$ cat src/rtl/bcd_counter_bank.sv
// bcd_counter_bank: N-digit BCD up/down counter bank.
// Raw switch/button levels are synchronised, rising edges on inc/dec latch
// per-digit pending flags, and one flag (or a clear/fill) is served on each
// cycle with ce=1. Increments and decrements ripple carry/borrow across all
// digits within one cycle. Carry or borrow out of the top digit either
// saturates or wraps, depending on WRAP.
module bcd_counter_bank #(
    parameter int DIGITS      = 4,
    parameter int WRAP        = 0,
    parameter int SYNC_STAGES = 2
) (
    input  logic                  clk,
    input  logic                  reset,
    input  logic                  ce,
    input  logic [DIGITS-1:0]     inc,
    input  logic [DIGITS-1:0]     dec,
    input  logic                  btn_clear,
    input  logic                  btn_fill,
    output logic [4*DIGITS-1:0]   value,
    output logic                  overflow,
    output logic                  underflow,
    output logic                  busy
);

    localparam int RAW_W = 2 * DIGITS + 2;
    localparam logic [4*DIGITS-1:0] NINES = {DIGITS{4'h9}};

    typedef enum logic [2:0] {
        OP_NONE,
        OP_CLEAR,
        OP_FILL,
        OP_CANCEL,
        OP_INC,
        OP_DEC
    } op_t;

    // All raw inputs share one synchroniser chain: {fill, clear, dec, inc}.
    logic [RAW_W-1:0]    raw;
    logic [RAW_W-1:0]    sync_q [SYNC_STAGES];
    logic [RAW_W-1:0]    synced;
    logic [2*DIGITS-1:0] prev;
    logic [2*DIGITS-1:0] events;
    logic [DIGITS-1:0]   inc_ev;
    logic [DIGITS-1:0]   dec_ev;
    logic                clear_s;
    logic                fill_s;

    logic [DIGITS-1:0]   inc_p;
    logic [DIGITS-1:0]   dec_p;
    logic [DIGITS-1:0]   inc_clr;
    logic [DIGITS-1:0]   dec_clr;
    logic [DIGITS-1:0]   sel_oh;
    op_t                 op;

    logic [4*DIGITS-1:0] inc_val;
    logic [4*DIGITS-1:0] dec_val;
    logic                carry_out;
    logic                borrow_out;

    assign raw     = {btn_fill, btn_clear, dec, inc};
    assign synced  = sync_q[SYNC_STAGES-1];
    assign clear_s = synced[2*DIGITS];
    assign fill_s  = synced[2*DIGITS+1];
    assign events  = synced[2*DIGITS-1:0] & ~prev;
    assign inc_ev  = events[DIGITS-1:0];
    assign dec_ev  = events[2*DIGITS-1:DIGITS];
    assign busy    = |{inc_p, dec_p};

    // Synchroniser chain and edge history; reset to 1 so an input that is
    // already high when reset releases never looks like a fresh rising edge.
    always_ff @(posedge clk) begin
        // NOTE: sequential state uses non-blocking assignments so every flop
        // samples pre-edge values regardless of statement order.
        if (reset) begin
            for (int i = 0; i < SYNC_STAGES; i++) sync_q[i] <= '1;
            prev <= '1;
        end else begin
            sync_q[0] <= raw;
            for (int i = 1; i < SYNC_STAGES; i++) sync_q[i] <= sync_q[i-1];
            prev <= synced[2*DIGITS-1:0];
        end
    end

    // Service arbitration: clear, fill, same-digit cancel, then the lowest
    // set flag with inc ahead of dec at each digit.
    always_comb begin
        // NOTE: every combinational output gets a default first so no path
        // through the block leaves a signal unassigned (no latch).
        op      = OP_NONE;
        inc_clr = '0;
        dec_clr = '0;
        sel_oh  = '0;
        if (ce) begin
            if (clear_s) begin
                op = OP_CLEAR;
            end else if (fill_s) begin
                op = OP_FILL;
            end else if (|(inc_p & dec_p)) begin
                for (int k = 0; k < DIGITS; k++) begin
                    if (op == OP_NONE && inc_p[k] && dec_p[k]) begin
                        op         = OP_CANCEL;
                        inc_clr[k] = 1'b1;
                        dec_clr[k] = 1'b1;
                    end
                end
            end else begin
                for (int k = 0; k < DIGITS; k++) begin
                    if (op == OP_NONE) begin
                        if (inc_p[k]) begin
                            op         = OP_INC;
                            inc_clr[k] = 1'b1;
                            sel_oh[k]  = 1'b1;
                        end else if (dec_p[k]) begin
                            op         = OP_DEC;
                            dec_clr[k] = 1'b1;
                            sel_oh[k]  = 1'b1;
                        end
                    end
                end
            end
        end
    end

    // Ripple +1 and -1 from the selected digit upward; digits below it stay.
    always_comb begin
        inc_val    = value;
        dec_val    = value;
        carry_out  = 1'b0;
        borrow_out = 1'b0;
        for (int i = 0; i < DIGITS; i++) begin
            if (sel_oh[i] || carry_out) begin
                if (value[4*i +: 4] == 4'd9) begin
                    inc_val[4*i +: 4] = 4'd0;
                    carry_out         = 1'b1;
                end else begin
                    inc_val[4*i +: 4] = value[4*i +: 4] + 4'd1;
                    carry_out         = 1'b0;
                end
            end
            if (sel_oh[i] || borrow_out) begin
                if (value[4*i +: 4] == 4'd0) begin
                    dec_val[4*i +: 4] = 4'd9;
                    borrow_out        = 1'b1;
                end else begin
                    dec_val[4*i +: 4] = value[4*i +: 4] - 4'd1;
                    borrow_out        = 1'b0;
                end
            end
        end
    end

    // Pending flags, value register and the one-cycle range-end pulses.
    // A new event wins over a same-cycle service clear of its flag.
    always_ff @(posedge clk) begin
        if (reset) begin
            value     <= '0;
            overflow  <= 1'b0;
            underflow <= 1'b0;
            inc_p     <= '0;
            dec_p     <= '0;
        end else begin
            overflow  <= 1'b0;
            underflow <= 1'b0;
            if (op == OP_CLEAR || op == OP_FILL) begin
                inc_p <= '0;
                dec_p <= '0;
            end else begin
                inc_p <= (inc_p & ~inc_clr) | inc_ev;
                dec_p <= (dec_p & ~dec_clr) | dec_ev;
            end
            case (op)
                OP_CLEAR: value <= '0;
                OP_FILL:  value <= NINES;
                OP_INC: begin
                    value    <= (carry_out && WRAP == 0) ? NINES : inc_val;
                    overflow <= carry_out;
                end
                OP_DEC: begin
                    value     <= (borrow_out && WRAP == 0) ? '0 : dec_val;
                    underflow <= borrow_out;
                end
                default: ;
            endcase
        end
    end

endmodule
$ cat config.mk
export PLATFORM = sky130hd
export DESIGN_NAME = bcd_counter_bank
export DESIGN_NICKNAME = d
export VERILOG_FILES = /design/src/rtl/bcd_counter_bank.sv
export SDC_FILE = /design/constraint.sdc
export NUM_CORES = 1
export LEC_CHECK = 0
export BUFFER_PORTS_ARGS = -buffer_cell sky130_fd_sc_hd__buf_4
export CORE_MARGIN = 5
export CORE_UTILIZATION = 25
export DETAILED_ROUTE_END_ITERATION = 10
export MAX_ROUTING_LAYER = met4
export SYNTH_ARGS = -nofsm -noshare
export SYNTH_HDL_FRONTEND = slang
export SYNTH_SLANG_ARGS = --single-unit
$ cat constraint.sdc
create_clock -name clk -period 5.5 [get_ports clk]
set_input_delay 0.55 -clock clk [delete_from_list [all_inputs] [get_ports clk]]
set_output_delay 0.55 -clock clk [all_outputs]
set_load 0.1 [all_outputs]
==> reports/summary.txt, run 1 <==
Status: complete, no violations
CTS tree: built
Min-delay worst type: reg -> reg
FF-to-FF path depth: 10
GRT overflow: 0
Vias in the first global route: 2,556
Post-CTS Setup Bufs: 0
Main synth FF type: dfxtp_1
Starting Density: 0.254
Pwr Density: 230 nW/um2
WP data required: 5.74 ns
Post-CTS Hold Buffers: 0
Arr. time, crit path: 3.11 ns
Clock skew: 0.00542 ns
Drc violations: 0
ANT nets after route: 0
Layout area overhead: 16.5%
Library cells used by synthesis: 64
Core area: 12,000 um2
Crit-path leading delay family: compound AO/OA/AOI/OAI gates
Routed WL: 7280 um
CP peak stage delay: 0.51 ns
Worst hold slack: 0.409 ns
WS Path Type: reg -> reg
Vias: 2,756
Async set or reset register ratio after synthesis: 0
Number of CTS-inserted buffers: 5
Max Freq: 348 MHz
Synthesized area per cell: 8.41 um2
Clk_lat worst skew: 0.29 ns
Max cap viols: 0
GPL Wtd Cong: 0.930
Nets: 413
Mapped Nets: 388
CP max-delay cell: or3b_2
Root Driver: clkbuf_16
Chip width: 121 um
# rows: 40
First-pass GRT wire length: 12,200 um
Critical-path cell list: inv_1 -> ha_1 -> or3b_2 -> a211oi_1 -> o2111ai_1 -> o211ai_4 -> o31ai_2 -> a21o_2 -> nor3_1 -> a31o_1
Leak: 1.37 nW
Post-synth EDFFs: 0
Layout cells sized above 1: 0.232
Cells after Synth: 363
Critical path capture point type: flip-flop
Synthesized cell area: 3050 um2
RSZ-0062 raised after global routing: no
CTS resizes: 0
Period utilization: 0.522
Avg WL per Cell: 13.6 um
Die Y: 121 um
Synth Register Bits: 54
Crit. path cell count: 10
Die ar.: 14,500 um2
Clk buf depth: 2
Final setup fails: 0
Synth Warn #: 0
Total negative setup slack: 0 ns
Minimum clock period after layout: 2.87 ns
Maximum VDD drop: 0.178 mV
Max_slew headroom: 0.605
Sequential share of the synthesized area: 0.354
H-tree depth: 2
Vias per cell: 5.15
1st-iter DRT viols: 201
Initial antenna violation count: 0
Final Hold Viols: 0
Crit path launch type: flip-flop
PortBufs: 31
Boundary Pins: 32
Detailed Routing Iterations Pass 1: 4
Slew Limit Fails: 0
Clock Pin Slew Worst Setup and Hold Paths: 0.07 ns
Crit path max fanout: 19
Hold Path Depth: 1
Largest net degree at the start of global routing: 39
Critical path buffer and inverter count: 1
Least-Margin Pin Slew: 0.592 ns
Clk sinks: 54
Post-DP HPWL: 5370 um
Number of diodes: 0
All-Layer GR Usage: 0.103
==> report_power, final <==
| group | internal (mW) | switching [mW] |
|---|---|---|
| Combinational | 0.0258 | 0.0385 |
| Sequential | 0.401 | 0.00556 |
| Clock | 0.213 | 0.136 |
| Total | 0.639 | 0.180 |
==> path summary, 6_finish.rpt <==
kind | startpoint | to | slack [ns]
min reg2reg | sync_q[0][8] | sync_q[0][18] | 0.41
max | value[1] | value[4] | 2.63
min | sync_q[0][8] | sync_q[0][18] | 0.41
max reg2reg | value[1] | value[4] | 2.63
==> layer usage <==
metal	global-route usage	up-vias	routed length, um
li1	-	1361	-
met1	0.130	1304	3380
met2	0.166	86	3390
met3	0.0239	5	436
met4	0.0255	0	73
met5	-	-	0
==> Yosys cell counts, types with 5 or more instances <==
cell,n,area (um2)
nor3_1,7,35.0
or2_2,30,188
dfxtp_1,54,1080
clkbuf_1,6,22.5
a21oi_1,23,115
nand3_1,11,55.1
ha_1,12,150
o22ai_1,6,37.5
a22o_1,5,43.8
o2bb2ai_1,5,43.8
nor2b_1,8,50.1
o32ai_1,6,52.6
o21ai_0,17,85.1
nand2_1,23,86.3
nor2_1,40,150
inv_1,20,75.1
==> placed cells by master, fill, tap and decap left out, types with 5 or more instances in the layout <==
master / n
a22o_1: 5
o22ai_1: 6
nand2_1: 23
ha_1: 12
o32ai_1: 6
nor3_1: 7
o21ai_0: 17
a21oi_1: 23
o2bb2ai_1: 5
or2_2: 30
dfxtp_1: 54
clkbuf_16: 5
nor2_1: 40
inv_1: 20
nor2b_1: 8
nand3_1: 11
buf_4: 31
==> state kept, by name (all words and copies together), names as in the netlist <==
name and cells:
dec_p 4, overflow 1, underflow 1, sync_q 20, value 16, prev 8, inc_p 4
==> through the flow <==
step                      cell area [um2]  worst slack, ns  power (mW)  instances  utilization
after global routing                 3560             2.42       0.853        535        0.296
after detailed placement             3390             2.66       0.479        528        0.283
after floorplan                      3050             2.52       0.462        363            -
final                                3560             2.63       0.820        535        0.296
after global placement               3390             2.73       0.479        528        0.283
after CTS                            3560             2.65       0.831        535        0.296
==> logic make-up (layout without fill, tap and decap cells) <==
logic type | after synthesis | count (layout) | share of synthesized area
muxes | 3 | 3 | 0.0102
DFF | 54 | 54 | 0.354
AOI/OAI and AO/OA | 108 | 108 | 0.257
adders and majority gates | 12 | 12 | 0.0492
buffers and inverters | 33 | 58 | 0.0496
xor gates and xnor gates | 3 | 3 | 0.00861
and+or+nand+nor | 150 | 150 | 0.271
==> layout make-up <==
cell class | instances | area [um2]
well taps | 147 | 184
repair buffers | 31 | 233
fillers | 1295 | 8450
inverters | 20 | 75.1
multi-input cells | 276 | 1820
flip-flops and latches | 54 | 1080
clock buffers | 5 | 125
clock inverters | 2 | 38.8
(Power assumes the default switching activity.)
==> inputs of run 2 (changes only) <==
clock period = 2.81 ns   (was 5.5 ns; I/O delays follow)
==> reports/summary.txt, run 2 (synthesis gave the netlist of run 1 again) <==
Most common cell after layout, fill and taps aside: dfxtp_1
Layout area overhead: 21.5%
Crit path launch type: flip-flop
M1 GR Usage: 0.133 (+0.00286)
Post-DP HPWL: 5710 um (+6.4%)
Slew Limit Fails: 0 (unchanged)
Die Y: 121 um (unchanged)
Avg WL per Cell: 13.8 um (+1.4%)
Pre-CTS setup slack: 0.140 ns (-2.52 ns)
Pwr Density: 448 nW/um2 (+95%)
Maximum VDD drop: 0.223 mV (+25%)
CP peak stage delay: 0.54 ns (+0.03 ns)
Commonest cells after routing, fill and taps aside: dfxtp_1 (50), buf_4 (48), nor2_1 (40), or2_2 (30)
Total negative setup slack: 0 ns (unchanged)
Clock skew: 0.00838 ns (+0.00296 ns)
Cell mode on critical path: nor3_1
Status: complete, no violations
Min-delay worst type: in -> reg
Chip width: 121 um (unchanged)
Clk_lat worst skew: 0.30 ns (about the same)
PortBufs: 31 (unchanged)
Largest net degree at the start of global routing: 39 (unchanged)
Clk sinks: 54 (unchanged)
# rows: 40 (unchanged)
Critical path capture point type: flip-flop
Fill count: 1,301 (+0.46%)
Arr. time, crit path: 2.88 ns (-0.23 ns)
Routed WL: 7640 um (+4.8%)
Met3 GRT Util: 0.0187 (-0.00514)
Vias per cell: 5.03 (-2.4%)
Global routing's busiest layer: met2
CP max-delay cell: nor3_1
First-pass GRT wire length: 12,300 um (+0.46%)
Largest Register: sync_q
Detailed Routing Iterations Pass 1: 4 (unchanged)
Minimum clock period after layout: 2.65 ns (-0.224 ns)
Max Freq: 378 MHz (+8.5%)
Final Hold Viols: 0 (unchanged)
Final setup fails: 0 (unchanged)
Clk buf depth: 2 (unchanged)
CTS tree: built
Largest register FFs: 20 (unchanged)
Critical-path cell list: inv_1 -> ha_1 -> nand3b_1 -> nor3_1 -> nor3_1 -> o32a_1 -> nand2_1 -> a311oi_2 -> a21oi_1 -> o2bb2ai_1
GRT met2 Usage: 0.171 (+0.00489)
WP data required: 3.04 ns (-2.70 ns)
GRT overflow: 0 (unchanged)
Number of diodes: 0 (unchanged)
Core area: 12,000 um2 (unchanged)
ANT nets after route: 0 (unchanged)
Max cap viols: 0 (unchanged)
Vias: 2,781 (+0.91%)
Post-CTS Hold Buffers: 0 (unchanged)
H-tree depth: 2 (unchanged)
All-Layer GR Usage: 0.104 (+0.00149)
Max_slew headroom: 0.577 (-0.0284)
Number of CTS-inserted buffers: 5 (unchanged)
Boundary Pins: 32 (unchanged)
Nets: 430 (+4.1%)
Largest regs: sync_q: 20 flops, value: 16 flops, prev: 8 flops
RSZ-0062 raised after global routing: no
WS Path Type: reg -> reg
Die ar.: 14,500 um2 (unchanged)
Clock Pin Slew Worst Setup and Hold Paths: 0.07 ns (about the same)
GPL Wtd Cong: 0.889 (-4.5%)
Initial antenna violation count: 0 (unchanged)
Final WS setup: 0.162 ns (-2.47 ns)
Period utilization: 0.942 (+0.420)
1st-iter DRT viols: 218 (+8.5%)
Crit path max fanout: 6 (-13)
Leak: 1.46 nW (+6.7%)
Vias in the first global route: 2,575 (+0.74%)
Least-Margin Pin Slew: 0.630 ns (+0.0378 ns)
Drc violations: 0 (unchanged)
Starting Density: 0.254 (unchanged)
Root Driver: clkbuf_16
Layout cells sized above 1: 0.278 (+0.0464)
## run 2: changes by cell type in the layout (fill, tap and decap cells not counted)
cell and change:
a211oi_1 -1, a211oi_2 +1, buf_4 +17, clkbuf_8 +1, clkinv_4 -1, dfxtp_1 -4, dfxtp_2 +4, inv_6 +1
## run 2: path summary, 6_finish.rpt
path	slack (ns)	to	cells past startpoint	startpoint
setup / recovery	0.16	value[2]	10	value[5]
hold / removal	0.17	sync_q[0][6]	2	dec[2]
setup reg to reg	0.16	value[2]	10	value[5]
hold reg to reg	0.40	sync_q[0][18]	1	sync_q[0][8]
## run 2: power by group
part / internal [mW] / switching [mW]
Sequential: 0.784 / 0.0106
Clock: 0.448 / 0.286
Combinational: 0.0559 / 0.0780
Total: 1.29 / 0.374
## run 2: routing by layer
metal	wire length, um	part of all wire
met2	3590	0.47
met4	88	0.012
met3	334	0.044
met1	3620	0.47
met5	0	0
## run 2: metrics by stage
stage	util	std cells	cell area [um2]	total power, mW	hold slack [ns]
floorplan	-	363	3060	0.904	0.385
global placement	0.292	543	3510	0.944	0.392
detailed placement	0.292	543	3510	0.946	0.392
CTS	0.307	551	3690	1.68	0.161
global route	0.309	553	3710	1.72	0.162
finish	0.309	553	3710	1.66	0.167
## run 2: timing repair
| action | in CTS | in global routing |
|---|---|---|
| setup buffers | 0 | 2 |
| endpoints found under the setup margin | 0 | 10 |
| resized for setup | 0 | 1 |
## run 2: final cells by class
class | count | area, um2 | share of cell area
inverters | 20 | 75.1 | 0.0202
multi-input cells | 276 | 1830 | 0.492
well taps | 147 | 184 | 0.0496
flip-flops and latches | 54 | 1090 | 0.293
clock buffers | 6 | 139 | 0.0374
clock inverters | 2 | 38.8 | 0.0105
repair buffers | 48 | 360 | 0.0972
## run 2: critical path, delay by kind of cell, from the launching register on
family / cells / cell delay (ns)
compound gates: 4 / 0.99
fa+ha+maj: 1 / 0.19
buf+inv: 1 / 0.09
flops: 1 / 0.37
simple gates: 4 / 0.96
==> inputs of run 3 (changes only) <==
CORE_MARGIN = 8   (was 5)
==> reports/summary.txt, run 3 (synthesis gave the netlist of run 1 again) <==
Critical path origin: value[4]
Root Driver: clkbuf_16
Final setup fails: 0 (unchanged)
Starting Density: 0.255 (+0.00106)
Post-DP HPWL: 5490 um (-3.9%)
Total power: 1.66 mW (about the same)
Vias: 2,749 (-1.2%)
Clk sinks: 54 (unchanged)
GPL Wtd Cong: 0.960 (+8.0%)
Most common cell after layout, fill and taps aside: dfxtp_1
# rows: 40 (unchanged)
Layout cells sized above 1: 0.267 (-0.0113)
Largest net degree at the start of global routing: 39 (unchanged)
Crit path launch type: flip-flop
Final WS setup: 0.115 ns (-0.0464 ns)
Critical path capture point type: flip-flop
RR Endpoint: value[10]
First-pass GRT wire length: 12,200 um (-0.56%)
Maximum VDD drop: 0.342 mV (+54%)
Multi-input gate area: 1840 um2 (+0.62%)
WS Path Type: reg -> reg
Commonest cells after routing, fill and taps aside: dfxtp_1 (50), nor2_1 (40), buf_4 (39), or2_2 (30)
PortBufs: 31 (unchanged)
ANT nets after route: 0 (unchanged)
1st-iter DRT viols: 264 (+21%)
Pwr Density: 455 nW/um2 (+1.6%)
Layout area overhead: 19.6%
Avg WL per Cell: 13.8 um (-0.36%)
Global routing's busiest layer: met2
Arr. time, crit path: 2.87 ns (about the same)
Number of CTS-inserted buffers: 5 (unchanged)
Clock skew: 0.00406 ns (-0.00432 ns)
H-tree depth: 2 (unchanged)
Hold Crit Endpoint: sync_q[0][8]
Core area: 12,000 um2 (-0.42%)
WP data required: 2.98 ns (-0.06 ns)
Min-delay worst type: in -> reg
Crit path max fanout: 9 (+3)
Chip width: 127 um (+5.0%)
M1 GR Usage: 0.116 (-0.0165)
Final Hold Viols: 0 (unchanged)
Vias per cell: 5.05 (+0.48%)
Largest regs: sync_q: 20 flops, value: 16 flops, prev: 8 flops
Status: complete, no violations
Max_slew headroom: 0.577 (about the same)
Reg2Reg Setup Slack: 0.12 ns (-0.05 ns)
GRT overflow: 0 (unchanged)
Clock Pin Slew Worst Setup and Hold Paths: 0.07 ns (about the same)
Initial antenna violation count: 0 (unchanged)
Vias in the first global route: 2,488 (-3.4%)
Largest Register: sync_q
Pre-CTS setup slack: 0.133 ns (-0.00659 ns)
Min-delay src: btn_clear
Least-Margin Pin Slew: 0.634 ns (+0.00460 ns)
RSZ-0062 raised after global routing: no
FF-to-FF path depth: 11 (+1)
Worst hold slack: 0.166 ns (-0.00135 ns)
Slew Limit Fails: 0 (unchanged)
Detailed Routing Iterations Pass 1: 4 (unchanged)
Routed WL: 7480 um (-2.0%)
Period utilization: 0.959 (+0.0165)
Die Y: 127 um (+5.0%)
Die ar.: 16,000 um2 (+10%)
GRT met2 Usage: 0.152 (-0.0196)
Number of diodes: 0 (unchanged)
Reg2reg start: value[4]
Nets: 421 (-2.1%)
Minimum clock period after layout: 2.69 ns (+0.0464 ns)
Max cap viols: 0 (unchanged)
CTS tree: built
Register area: 1090 um2 (unchanged)
Met3 GRT Util: 0.0134 (-0.00530)
Hold Path Depth: 2 (unchanged)
Largest register FFs: 20 (unchanged)
Fill count: 1,207 (-7.2%)
Leak: 1.42 nW (-2.9%)
Boundary Pins: 32 (unchanged)
Total negative setup slack: 0 ns (unchanged)
Drc violations: 0 (unchanged)
All-Layer GR Usage: 0.0941 (-0.00996)
Clk_lat worst skew: 0.29 ns (about the same)
Max Freq: 371 MHz (-1.7%)
Clk buf depth: 2 (unchanged)
==> run 3: changes by cell type in the layout (fill, tap and decap cells not counted), sizes merged <==
cell / delta
buf: -9
==> run 3: area by class of cell <==
type,instances,share of cell area
tap,147,0.0504
timing repair buffer,39,0.0802
clock buffer,6,0.0380
clock inverter,2,0.0106
sequential,54,0.297
multi-input combinational,276,0.503
inverter,20,0.0206
==> run 3: per-layer routing <==
metal,part of all wire,vias up
met2,0.47,70
li1,-,1371
met1,0.48,1299
met5,0,-
met3,0.034,9
met4,0.017,0
==> run 3: through the flow <==
stage | instances | utilization | area, um2
after global placement | 536 | 0.289 | 3460
after floorplan | 363 | - | 3060
final | 544 | 0.305 | 3650
after detailed placement | 536 | 0.289 | 3460
after global routing | 544 | 0.305 | 3650
after CTS | 544 | 0.304 | 3640
==> run 3: how the worst max path moves through the flow <==
stage	to	cells after the start	slack (ns)
after detailed placement	value[10]	11	0.13
after CTS	value[10]	11	0.12
after floorplan	value[4]	9	0.03
after global routing	value[10]	11	0.004
after global placement	value[3]	10	0.19
final	value[10]	11	0.12
==> run 3: critical path, cell delays in order (launching register included) <==
cell       delay, ns
dfxtp_2         0.37
inv_1           0.09
ha_1            0.23
or3b_2          0.52
a211oi_2        0.28
o2111ai_1       0.19
o211ai_4        0.20
buf_4           0.21
nor2_1          0.05
a211o_1         0.26
o21ai_0         0.08
o32ai_1         0.10
==> run 3: power by group <==
group	leakage (nW)	switching, mW	internal (mW)	total, mW
clock	0.0875	0.289	0.448	0.738
sequential	0.443	0.0110	0.784	0.795
combinational	0.890	0.0773	0.0534	0.131
==> run 3: what timing repair did <==
action | 4_1_cts | 5_1_grt
hold buffers | 0 | 0
gates resized for setup | 0 | 3
endpoints found under the setup margin | 0 | 6
buffers inserted | 0 | 0
